**src/rtl/maze_pkg.sv**
```systemverilog
// rtl/maze_pkg.sv - shared types and constants for the maze path replay block
package maze_pkg;

    localparam int CW_DEF    = 4;
    localparam int DEPTH_DEF = 169;
    localparam int AW_DEF    = 8;
    localparam int START_XY  = 1;
    localparam int GOAL_XY   = 13;

    typedef enum logic [1:0] {
        DIR_RIGHT = 2'd0,
        DIR_UP    = 2'd1,
        DIR_LEFT  = 2'd2,
        DIR_DOWN  = 2'd3
    } dir_t;

    typedef enum logic [1:0] {
        ST_IDLE    = 2'd0,
        ST_COLLECT = 2'd1,
        ST_REPLAY  = 2'd2,
        ST_FAIL    = 2'd3
    } state_t;

endpackage

```
**src/rtl/maze_path_replay_if.sv**
```systemverilog
// rtl/maze_path_replay_if.sv - solver path input and replay output bundle
interface maze_path_replay_if #(
    parameter int CW = 4,
    parameter int AW = 8
);
    logic          in_valid;
    logic          in_not_valid;
    logic [CW-1:0] in_x;
    logic [CW-1:0] in_y;
    logic          out_ready;
    logic          out_valid;
    logic [CW-1:0] out_x;
    logic [CW-1:0] out_y;
    logic [1:0]    out_dir;
    logic          out_first;
    logic          out_last;
    logic          out_fail;
    logic [AW-1:0] path_len;
    logic          busy;

    modport master (
        output in_valid, in_not_valid, in_x, in_y, out_ready,
        input  out_valid, out_x, out_y, out_dir, out_first, out_last, out_fail, path_len, busy
    );

    modport slave (
        input  in_valid, in_not_valid, in_x, in_y, out_ready,
        output out_valid, out_x, out_y, out_dir, out_first, out_last, out_fail, path_len, busy
    );
endinterface

```
**src/rtl/path_lifo.sv**
```systemverilog
// rtl/path_lifo.sv - flop stack holding captured path cells, combinational top read
module path_lifo #(
    parameter int W     = 8,
    parameter int DEPTH = 169,
    parameter int AW    = 8
) (
    input  logic          clk,
    input  logic          rst_n,
    input  logic          push,
    input  logic          pop,
    input  logic          clear,
    input  logic [W-1:0]  din,
    output logic [W-1:0]  top,
    output logic [AW-1:0] count,
    output logic          full,
    output logic          empty
);
    logic [W-1:0]  mem [DEPTH];
    logic [AW-1:0] top_idx;

    assign full    = (count == AW'(DEPTH));
    assign empty   = (count == '0);
    assign top_idx = count - AW'(1);
    assign top     = empty ? '0 : mem[top_idx];

    always_ff @(posedge clk) begin
        if (!rst_n) begin
            count <= '0;
        end else if (clear) begin
            count <= '0;
        end else if (push && !full) begin
            count <= count + AW'(1);
        end else if (pop && !empty) begin
            count <= count - AW'(1);
        end
    end

    // Storage is left unreset; only entries below count are ever read.
    always_ff @(posedge clk) begin
        if (push && !full && !clear) begin
            mem[count] <= din;
        end
    end
endmodule

```
**src/rtl/maze_path_replay.sv**
```systemverilog
// rtl/maze_path_replay.sv - LIFO replay of solver path start->goal; MAZE_PATH_ADJ_CHECK_EN adds step check
module maze_path_replay
    import maze_pkg::*;
#(
    parameter int CW    = CW_DEF,
    parameter int DEPTH = DEPTH_DEF,
    parameter int AW    = AW_DEF
) (
    input  logic              clk,
    input  logic              rst_n,
    maze_path_replay_if.slave bus
);
    state_t          state, state_nx;
    logic            err_q, err_d;
    logic            ov_q, ov_d;
    logic [CW-1:0]   ox_q, ox_d, oy_q, oy_d;
    dir_t            odir_q, odir_d;
    logic            ofirst_q, ofirst_d, olast_q, olast_d, ofail_q, ofail_d;
    logic [AW-1:0]   plen_q, plen_d;
    logic            busy_q, busy_d;

    logic            push, pop, clear, adj_err;
    logic [2*CW-1:0] lifo_top;
    logic [AW-1:0]   lifo_count;
    logic            lifo_full, lifo_empty;
    logic [CW-1:0]   top_x, top_y;

    assign top_x = lifo_top[2*CW-1:CW];
    assign top_y = lifo_top[CW-1:0];

    function automatic dir_t step_dir(input logic [CW-1:0] px, py, cx, cy);
        if (cx > px) return DIR_RIGHT;
        if (cx < px) return DIR_LEFT;
        if (cy < py) return DIR_UP;
        if (cy > py) return DIR_DOWN;
        return DIR_RIGHT;
    endfunction

    path_lifo #(.W(2*CW), .DEPTH(DEPTH), .AW(AW)) u_lifo (
        .clk   (clk),
        .rst_n (rst_n),
        .push  (push),
        .pop   (pop),
        .clear (clear),
        .din   ({bus.in_x, bus.in_y}),
        .top   (lifo_top),
        .count (lifo_count),
        .full  (lifo_full),
        .empty (lifo_empty)
    );

`ifdef MAZE_PATH_ADJ_CHECK_EN
    logic [CW-1:0] last_x, last_y, dx_abs, dy_abs;

    always_ff @(posedge clk) begin
        if (!rst_n) begin
            last_x <= '0;
            last_y <= '0;
        end else if (push) begin
            last_x <= bus.in_x;
            last_y <= bus.in_y;
        end
    end

    always_comb begin
        dx_abs  = (bus.in_x > last_x) ? bus.in_x - last_x : last_x - bus.in_x;
        dy_abs  = (bus.in_y > last_y) ? bus.in_y - last_y : last_y - bus.in_y;
        adj_err = !(((dx_abs == CW'(1)) && (dy_abs == '0)) ||
                    ((dx_abs == '0) && (dy_abs == CW'(1))));
    end
`else
    assign adj_err = 1'b0;
`endif

    always_ff @(posedge clk) begin
        if (!rst_n) begin
            state    <= ST_IDLE;
            err_q    <= 1'b0;
            ov_q     <= 1'b0;
            ox_q     <= '0;
            oy_q     <= '0;
            odir_q   <= DIR_RIGHT;
            ofirst_q <= 1'b0;
            olast_q  <= 1'b0;
            ofail_q  <= 1'b0;
            plen_q   <= '0;
            busy_q   <= 1'b0;
        end else begin
            state    <= state_nx;
            err_q    <= err_d;
            ov_q     <= ov_d;
            ox_q     <= ox_d;
            oy_q     <= oy_d;
            odir_q   <= odir_d;
            ofirst_q <= ofirst_d;
            olast_q  <= olast_d;
            ofail_q  <= ofail_d;
            plen_q   <= plen_d;
            busy_q   <= busy_d;
        end
    end

    always_comb begin
        state_nx = state;
        case (state)
            ST_IDLE:    if (bus.in_valid) state_nx = bus.in_not_valid ? ST_FAIL : ST_COLLECT;
            ST_COLLECT: if (!bus.in_valid) state_nx = (err_q || lifo_empty) ? ST_FAIL : ST_REPLAY;
            ST_REPLAY:  if (ov_q && bus.out_ready && olast_q) state_nx = ST_IDLE;
            ST_FAIL:    if (bus.out_ready) state_nx = ST_IDLE;
            default:    state_nx = ST_IDLE;
        endcase
    end

    // The output register always holds an entry already popped, so the LIFO top is the next beat.
    always_comb begin
        push     = 1'b0;
        pop      = 1'b0;
        clear    = 1'b0;
        err_d    = err_q;
        ov_d     = ov_q;
        ox_d     = ox_q;
        oy_d     = oy_q;
        odir_d   = odir_q;
        ofirst_d = ofirst_q;
        olast_d  = olast_q;
        ofail_d  = ofail_q;
        plen_d   = plen_q;
        busy_d   = (state_nx != ST_IDLE);
        case (state)
            ST_IDLE: begin
                if (bus.in_valid && !bus.in_not_valid) begin
                    push   = 1'b1;
                    err_d  = 1'b0;
                    plen_d = AW'(1);
                end else if (bus.in_valid) begin
                    ov_d = 1'b1; ofail_d = 1'b1; olast_d = 1'b1; ofirst_d = 1'b0;
                    ox_d = '0; oy_d = '0; odir_d = DIR_RIGHT;
                end
            end
            ST_COLLECT: begin
                if (bus.in_valid) begin
                    if (bus.in_not_valid || lifo_full) begin
                        err_d = 1'b1;
                    end else begin
                        push = 1'b1;
                        if (adj_err) err_d = 1'b1;
                    end
                    if (!bus.in_not_valid && plen_q != AW'(DEPTH)) plen_d = plen_q + AW'(1);
                end else if (err_q || lifo_empty) begin
                    ov_d = 1'b1; ofail_d = 1'b1; olast_d = 1'b1; ofirst_d = 1'b0;
                    ox_d = '0; oy_d = '0; odir_d = DIR_RIGHT;
                end else begin
                    pop = 1'b1;
                    ov_d = 1'b1; ofail_d = 1'b0; ofirst_d = 1'b1;
                    olast_d = (lifo_count == AW'(1));
                    ox_d = top_x; oy_d = top_y; odir_d = DIR_RIGHT;
                end
            end
            ST_REPLAY: begin
                if (ov_q && bus.out_ready) begin
                    if (olast_q) begin
                        ov_d = 1'b0; ofirst_d = 1'b0; olast_d = 1'b0;
                        ox_d = '0; oy_d = '0; odir_d = DIR_RIGHT;
                    end else begin
                        pop = 1'b1;
                        ofirst_d = 1'b0;
                        olast_d  = (lifo_count == AW'(1));
                        ox_d = top_x; oy_d = top_y;
                        odir_d = step_dir(ox_q, oy_q, top_x, top_y);
                    end
                end
            end
            ST_FAIL: begin
                if (bus.out_ready) begin
                    clear = 1'b1;
                    err_d = 1'b0;
                    ov_d = 1'b0; ofail_d = 1'b0; olast_d = 1'b0;
                end
            end
            default: ;
        endcase
    end

    assign bus.out_valid = ov_q;
    assign bus.out_x     = ox_q;
    assign bus.out_y     = oy_q;
    assign bus.out_dir   = odir_q;
    assign bus.out_first = ofirst_q;
    assign bus.out_last  = olast_q;
    assign bus.out_fail  = ofail_q;
    assign bus.path_len  = plen_q;
    assign bus.busy      = busy_q;
endmodule

```
**src/flat_wrapper.sv**
```systemverilog
// flat-port wrapper written by rule: the top's interface ports become plain ports
module maze_path_replay_flat import maze_pkg::*;
#(
    parameter int CW    = CW_DEF,
    parameter int DEPTH = DEPTH_DEF,
    parameter int AW    = AW_DEF
)
  (clk, rst_n, bus_in_valid, bus_in_not_valid, bus_in_x, bus_in_y, bus_out_ready, bus_out_valid, bus_out_x, bus_out_y, bus_out_dir, bus_out_first, bus_out_last, bus_out_fail, bus_path_len, bus_busy);
  maze_path_replay_if #(.CW(CW), .AW(AW)) bus_i ();
  input  logic clk;
  input  logic rst_n;
  input wire logic [$bits(bus_i.in_valid)-1:0] bus_in_valid;
  input wire logic [$bits(bus_i.in_not_valid)-1:0] bus_in_not_valid;
  input wire logic [$bits(bus_i.in_x)-1:0] bus_in_x;
  input wire logic [$bits(bus_i.in_y)-1:0] bus_in_y;
  input wire logic [$bits(bus_i.out_ready)-1:0] bus_out_ready;
  output wire logic [$bits(bus_i.out_valid)-1:0] bus_out_valid;
  output wire logic [$bits(bus_i.out_x)-1:0] bus_out_x;
  output wire logic [$bits(bus_i.out_y)-1:0] bus_out_y;
  output wire logic [$bits(bus_i.out_dir)-1:0] bus_out_dir;
  output wire logic [$bits(bus_i.out_first)-1:0] bus_out_first;
  output wire logic [$bits(bus_i.out_last)-1:0] bus_out_last;
  output wire logic [$bits(bus_i.out_fail)-1:0] bus_out_fail;
  output wire logic [$bits(bus_i.path_len)-1:0] bus_path_len;
  output wire logic [$bits(bus_i.busy)-1:0] bus_busy;
  assign bus_i.in_valid = bus_in_valid;
  assign bus_i.in_not_valid = bus_in_not_valid;
  assign bus_i.in_x = bus_in_x;
  assign bus_i.in_y = bus_in_y;
  assign bus_i.out_ready = bus_out_ready;
  assign bus_out_valid = bus_i.out_valid;
  assign bus_out_x = bus_i.out_x;
  assign bus_out_y = bus_i.out_y;
  assign bus_out_dir = bus_i.out_dir;
  assign bus_out_first = bus_i.out_first;
  assign bus_out_last = bus_i.out_last;
  assign bus_out_fail = bus_i.out_fail;
  assign bus_path_len = bus_i.path_len;
  assign bus_busy = bus_i.busy;
  maze_path_replay #(.CW(CW), .DEPTH(DEPTH), .AW(AW)) u_core (.clk(clk), .rst_n(rst_n), .bus(bus_i));
endmodule
```
**config.mk**
```make
export PLATFORM = sky130hd
export DESIGN_NAME = maze_path_replay_flat
export DESIGN_NICKNAME = d
export VERILOG_FILES = /design/src/rtl/maze_pkg.sv /design/src/rtl/maze_path_replay_if.sv /design/src/rtl/path_lifo.sv /design/src/rtl/maze_path_replay.sv /design/src/flat_wrapper.sv
export SDC_FILE = /design/constraint.sdc
export NUM_CORES = 1
export LEC_CHECK = 0
export ABC_AREA = 1
export CAP_MARGIN = 10
export CORE_ASPECT_RATIO = 0.9
export CORE_MARGIN = 2
export CORE_UTILIZATION = 45
export CTS_BUF_LIST = sky130_fd_sc_hd__clkbuf_4
export CTS_CLUSTER_SIZE = 16
export DETAILED_ROUTE_END_ITERATION = 10
export HOLD_SLACK_MARGIN = 0.05
export PLACE_DENSITY_LB_ADDON = 0.25
export SYNTH_ARGS = -nofsm -noshare
export SYNTH_HDL_FRONTEND = slang
export SYNTH_SLANG_ARGS = --single-unit
```
**constraint.sdc**
```tcl
create_clock -name clk -period 7.65 [get_ports clk]
set_input_delay 1.1475 -clock clk [delete_from_list [all_inputs] [get_ports clk]]
set_output_delay 1.1475 -clock clk [all_outputs]
set_load 0.005 [all_outputs]
```
==> results of run 1 <==
## report_power, final
part	switching (µW)	internal, µW	leakage [µW]	total (µW)
clock	2920	3080	0.00250	5990
combinational	1930	675	0.00716	2610
sequential	32.6	8340	0.0124	8370
## Yosys cell counts, types with 2 or more instances
master / n / area share
a211oi_1: 2 / 0.00026
a21oi_1: 44 / 0.0039
a221oi_1: 2 / 0.00031
a31oi_1: 9 / 0.00099
buf_1: 26 / 0.0017
buf_2: 156 / 0.014
buf_4: 11 / 0.0014
clkbuf_1: 121 / 0.0080
clkinv_1: 2 / 0.00013
dfxtp_1: 34 / 0.012
edfxtp_1: 1352 / 0.71
ha_1: 18 / 0.0039
inv_1: 98 / 0.0064
inv_2: 7 / 0.00046
nand2_1: 1438 / 0.095
nand2_2: 2 / 0.00022
nand3_1: 1278 / 0.11
nand3_2: 2 / 0.00035
nand4_1: 3 / 0.00033
nor2_1: 253 / 0.017
nor2_2: 6 / 0.00066
nor3_1: 15 / 0.0013
o211ai_1: 17 / 0.0022
o21ai_0: 32 / 0.0028
o21ai_1: 2 / 0.00018
o21bai_1: 2 / 0.00026
o22ai_1: 2 / 0.00022
or2_2: 2 / 0.00022
xor2_1: 4 / 0.00061
xor2_2: 3 / 0.00085
## registers in the layout, indices dropped and copies added, names as in the netlist, 2 cells and up
register             flops
u_core.bus.out_dir       2
u_core.u_lifo.count      8
u_core.u_lifo.mem     1352
u_core.bus.out_y         4
u_core.bus.out_x         4
u_core.state             2
u_core.bus.path_len      8
## critical path, cell delays in order, from the launching register on
cell and delay (ns):
dfxtp_4 0.95, inv_8 0.46, ha_4 0.35, nand2_1 0.20
inv_2 0.10, nor2_4 0.81, buf_4 0.58, nand3_1 0.13
nand3_1 0.13, nand3_1 0.17, nand3_1 0.24, nand3_1 0.10
nand3_1 0.13, nand2_1 0.07, inv_1 0.05, ha_1 0.23
inv_1 0.06, o21bai_1 0.06, a221oi_1 0.37, a31oi_1 0.09
nor3_1 0.19, o21ai_0 0.13, a21oi_1 0.15
## per-stage QoR
| step | total power [µW] | cell area (µm²) | cells | hold slack (ns) |
|---|---|---|---|---|
| finish | 17000 | 63000 | 7013 | 0.442 |
| global route | 17700 | 63000 | 7013 | 0.398 |
| CTS | 17000 | 62900 | 7005 | 0.369 |
| detailed placement | 11100 | 58800 | 6420 | 0.476 |
| global placement | 11100 | 58800 | 6420 | 0.470 |
| floorplan | 10200 | 57100 | 4956 | 0.462 |
## layout make-up
type / count / area share
inverter: 107 / 0.00662
antenna: 8 / 0.000318
timing repair buffer: 92 / 0.0143
clock inverter: 80 / 0.00568
sequential: 1386 / 0.656
clock buffer: 505 / 0.0602
tap: 1687 / 0.0335
multi-input combinational: 3148 / 0.224
## metal layers
metal,share of wire,vias to the layer above,global-route usage
li1,-,18000,-
met1,0.42,18900,0.339
met2,0.46,1928,0.353
met3,0.096,285,0.0544
met4,0.029,0,0.0934
met5,0,-,0
## final timing paths
check,from,end,slack (ns),cells after the start
worst max-delay path,u_core.u_lifo.count[0],u_core.bus.out_dir[1],1.69,22
worst min register to register,u_core.bus.out_fail,u_core.bus.out_fail,0.48,2
worst min-delay path,bus_in_x[3],u_core.u_lifo.mem[133][7],0.44,1
worst max register to register,u_core.u_lifo.count[0],u_core.bus.out_dir[1],1.69,22
## cells by family (layout without fill, tap and decap cells)
family,Yosys count,in the layout,share of synthesized area
simple gates,3004,3004,0.227
flops,1386,1386,0.723
buf+inv,422,784,0.0320
compound gates,118,118,0.0120
fa+ha+maj,18,18,0.00395
xor+xnor,8,8,0.00162
other cells,0,8,0
## layout by cell type, fill, tap and decap left out, drive strengths merged, types with 44 or more instances in the layout
master  synthesis  routed
inv           105     110
buf           194      65
nand2        1441    1441
a21oi          44      44
clkbuf        121     505
edfxtp       1352    1352
nand3        1280    1280
clkinv          2      75
nor2          260     260
==> reports/results.ini, run 1 <==
[timing]
worst_slack_ns = 1.69
min_period_ns = 5.96
setup-tns-final_ns = 0
rsz0062_at_grt = false
final-setup-viol-count = 0
skew_ns = 0.0559
drv_slew = 0
fmax_mhz = 168
post-route-period-util = 0.779
slew_headroom = 0.147
worst_pin_slew_ns = 1.28
hold_viol_final = 0

[critical_path]
required_ns = 8.77
arrival_ns = 7.08
cp_max_fo = 104
critPathLaunchType = register
end_kind = register
criticalPathCategory = reg2reg

[clock_network]
clkTransAtPathRegs_ns = 0.08
numCtsBuffers = 351
cts.htree.levels = 5
postCtsHoldBufs = 0
cts_root_buf = clkbuf_4
cts.sinks = 1386
cts_setup_buffers = 0
cts_tree = built
cts_max_path_buffers = 4
clock_latency_ns = 1.25
cts_resized = 0

[global_routing]
grt_usage = 0.237
grt_pass1_wl_um = 232000
grt_antenna_before_repair = 3
grt_pass1_vias = 37400
grt-ovfl-total = 0
grt_max_degree = 208

[place]
gp_congestion = 0.894
dpl.hpwl_um = 84100
pre_cts_ws_ns = 1.82
io_buffers = 35

[yosys]
ys_types = 43
yosys_most_used_dff = edfxtp_1
synth_seq_cells = 1386
synth-seq-area-share = 0.723
avgSynthCellArea_um2 = 11.5
synth-edff-count = 1352
synth_fp_nets = 4987
syn-cell-area_mm2 = 0.0571
synthCells = 4956
yosysWarnings = 0
synthArstFlopShare = 0

[cells_and_area]
drive_gt1_frac = 0.115
area_growth_pct = 10.3
nNetsFinal = 5117
regArea_mm2 = 0.0413
fill_cells = 11100
postLayoutCoreUtil = 0.502
multi_input_area_mm2 = 0.0141

[pwr]
powerDensity_mw_per_mm2 = 270
leakagePower_uw = 0.0221
ir_worst_vdd_v = 0.000190

[routing]
ant_nets = 0
drt_wl_total_um = 154000
avgRoutedWirePerCell_um = 22.0
drc = 0
firstDrtPassIters = 6
first_iter_violations = 4836
via_count = 39100
post_drt_via_cell_ratio = 5.57

[floorplan]
die_h_um = 342
rows = 123
io_pins = 36
die_area_mm2 = 0.130
coreArea_mm2 = 0.125
die_w_um = 379
start_util = 0.455

[min_path]
hp-class = in2reg

[flow_run]
cap_violations = 0

[run_status]
outcome = completed

Note: power is estimated with default switching activity, not from simulation.
==> inputs of run 2 (changes only) <==
==> constraint.sdc (replaced) <==
create_clock -name clk -period 5.9 [get_ports clk]
set_input_delay 0.885 -clock clk [delete_from_list [all_inputs] [get_ports clk]]
set_output_delay 0.885 -clock clk [all_outputs]
set_load 0.005 [all_outputs]
==> run 2 against run 1 <==
  * Die area stayed put
  * Final cell count grew 0.41%
  * Highest routed layer is now met5
  * Sequential share of layout area is 0.32 points lower
  * First-iteration DRC count down 4.5%
  * Global-route usage rose by 0.097 points
  * Via count up 0.43%
  * Setup slack worse by 1.1 ns
  * Largest power group unchanged
  * Power up 29%
  * Clock power rose by 29%
  * Fmax is 13% higher
==> reports/results.ini, run 2 (synthesis gave the netlist of run 1 again) <==
[global_routing]
grt_antenna_before_repair = 3
grt_pass1_wl_um = 233000
grt_usage = 0.238
grt_max_degree = 215
grt_pass1_vias = 37500
grt-ovfl-total = 0

[cells_and_area]
largest_register = u_core.u_lifo.mem
nNetsFinal = 5149
layout_commonest_cell = nand2_1
fin_cells = 7042
drive_gt1_frac = 0.120
largest_reg_flops = 1352
final_cell_mix = nand2_1 (1438), edfxtp_1 (1352), nand3_1 (1278)
final_area_mm2 = 0.0633
area_growth_pct = 10.8

[timing]
slew_headroom = 0.127
min_period_ns = 5.28
post-route-period-util = 0.894
skew_ns = 0.0827
drv_slew = 0
rsz0062_at_grt = false
worst_pin_slew_ns = 1.31
final-setup-viol-count = 0
setup-tns-final_ns = 0
hold_ws_ns = 0.190
fmax_mhz = 190
hold_viol_final = 0

[floorplan]
coreArea_mm2 = 0.125
io_pins = 36
die_w_um = 379
rows = 123
die_area_mm2 = 0.130
die_h_um = 342
start_util = 0.455

[clock_network]
cts_tree = built
cts_max_path_buffers = 4
clkTransAtPathRegs_ns = 0.07
cts.htree.levels = 5
clock_latency_ns = 1.26
cts_root_buf = clkbuf_4
cts.sinks = 1386
numCtsBuffers = 353
cts_setup_buffers = 0
cts_resized = 0
postCtsHoldBufs = 4

[routing]
drc = 0
post_drt_via_cell_ratio = 5.57
ant_nets = 0
drt_wl_total_um = 154000
via_count = 39200
firstDrtPassIters = 6
first_iter_violations = 4618
avgRoutedWirePerCell_um = 21.9

[flow_run]
cap_violations = 0

[critical_path]
end_kind = register
cp_num_buf_inv = 5
path_delay_family = simple AND/OR/NAND/NOR gates
crit_top_cell = nand3_1
criticalPathCategory = reg2reg
r2r_cells = 22
cp.depth = 22
arrival_ns = 6.43
cp_max_fo = 96
required_ns = 7.05
slowest_delay_ns = 0.91
critPathLaunchType = register
critPathSlowestCell = dfxtp_4
crit_chain = inv_8 -> ha_4 -> nand2_1 -> inv_2 -> nor2_4 -> buf_12 -> nand3_1 -> nand3_1 -> nand3_1 -> nand3_1 -> nand3_1 -> nand3_1 -> nand2_1 -> inv_1 -> ha_1 -> inv_1 -> o21bai_1 -> a221oi_1 -> a31oi_1 -> nor3_1 -> o21ai_0 -> a21oi_1

[pwr]
ir_worst_vdd_v = 0.000264
leakagePower_uw = 0.0223
powerDensity_mw_per_mm2 = 347

[run_status]
outcome = completed

[min_path]
hp-class = in2reg
hold_path_depth = 1

[place]
dp.cells = 6446
io_buffers = 35
placed_cell_area_mm2 = 0.0591
dpl.hpwl_um = 84500
gp_congestion = 0.888

[run 2: worst paths after layout]
kind	start	to	slack (ns)
max	u_core.u_lifo.count[0]	u_core.bus.out_dir[1]	0.62
min	bus_in_x[1]	u_core.u_lifo.mem[167][5]	0.19
max reg2reg	u_core.u_lifo.count[0]	u_core.bus.out_dir[1]	0.62
min reg2reg	u_core.bus.out_first	u_core.bus.out_first	0.49
[run 2: final cells by class]
cell class / count / area [µm²]
sequential: 1386 / 41300
clock inverter: 83 / 347
clock buffer: 505 / 3790
antenna: 4 / 10.0
tap: 1687 / 2110
inverter: 107 / 417
multi-input combinational: 3148 / 14100
fill: 11200 / 62200
timing repair buffer: 122 / 1240
[run 2: metrics by stage]
step,util,total power [µW],worst slack [ns]
detailed placement,0.471,14400,0.800
CTS,0.504,22100,0.788
floorplan,-,13200,2.07
global placement,0.471,14400,0.806
finish,0.504,22000,0.624
global route,0.504,22900,0.238
[run 2: layer usage]
layer,GRT usage,routed length (µm)
met1,0.342,66100
met2,0.361,71500
met3,0.0451,12800
met4,0.0898,3930
met5,0,13
[run 2: power breakdown]
group          internal, µW  switching, µW
Sequential            10800           41.3
Combinational           915           2470
Clock                  3950           3770
Total                 15700           6270
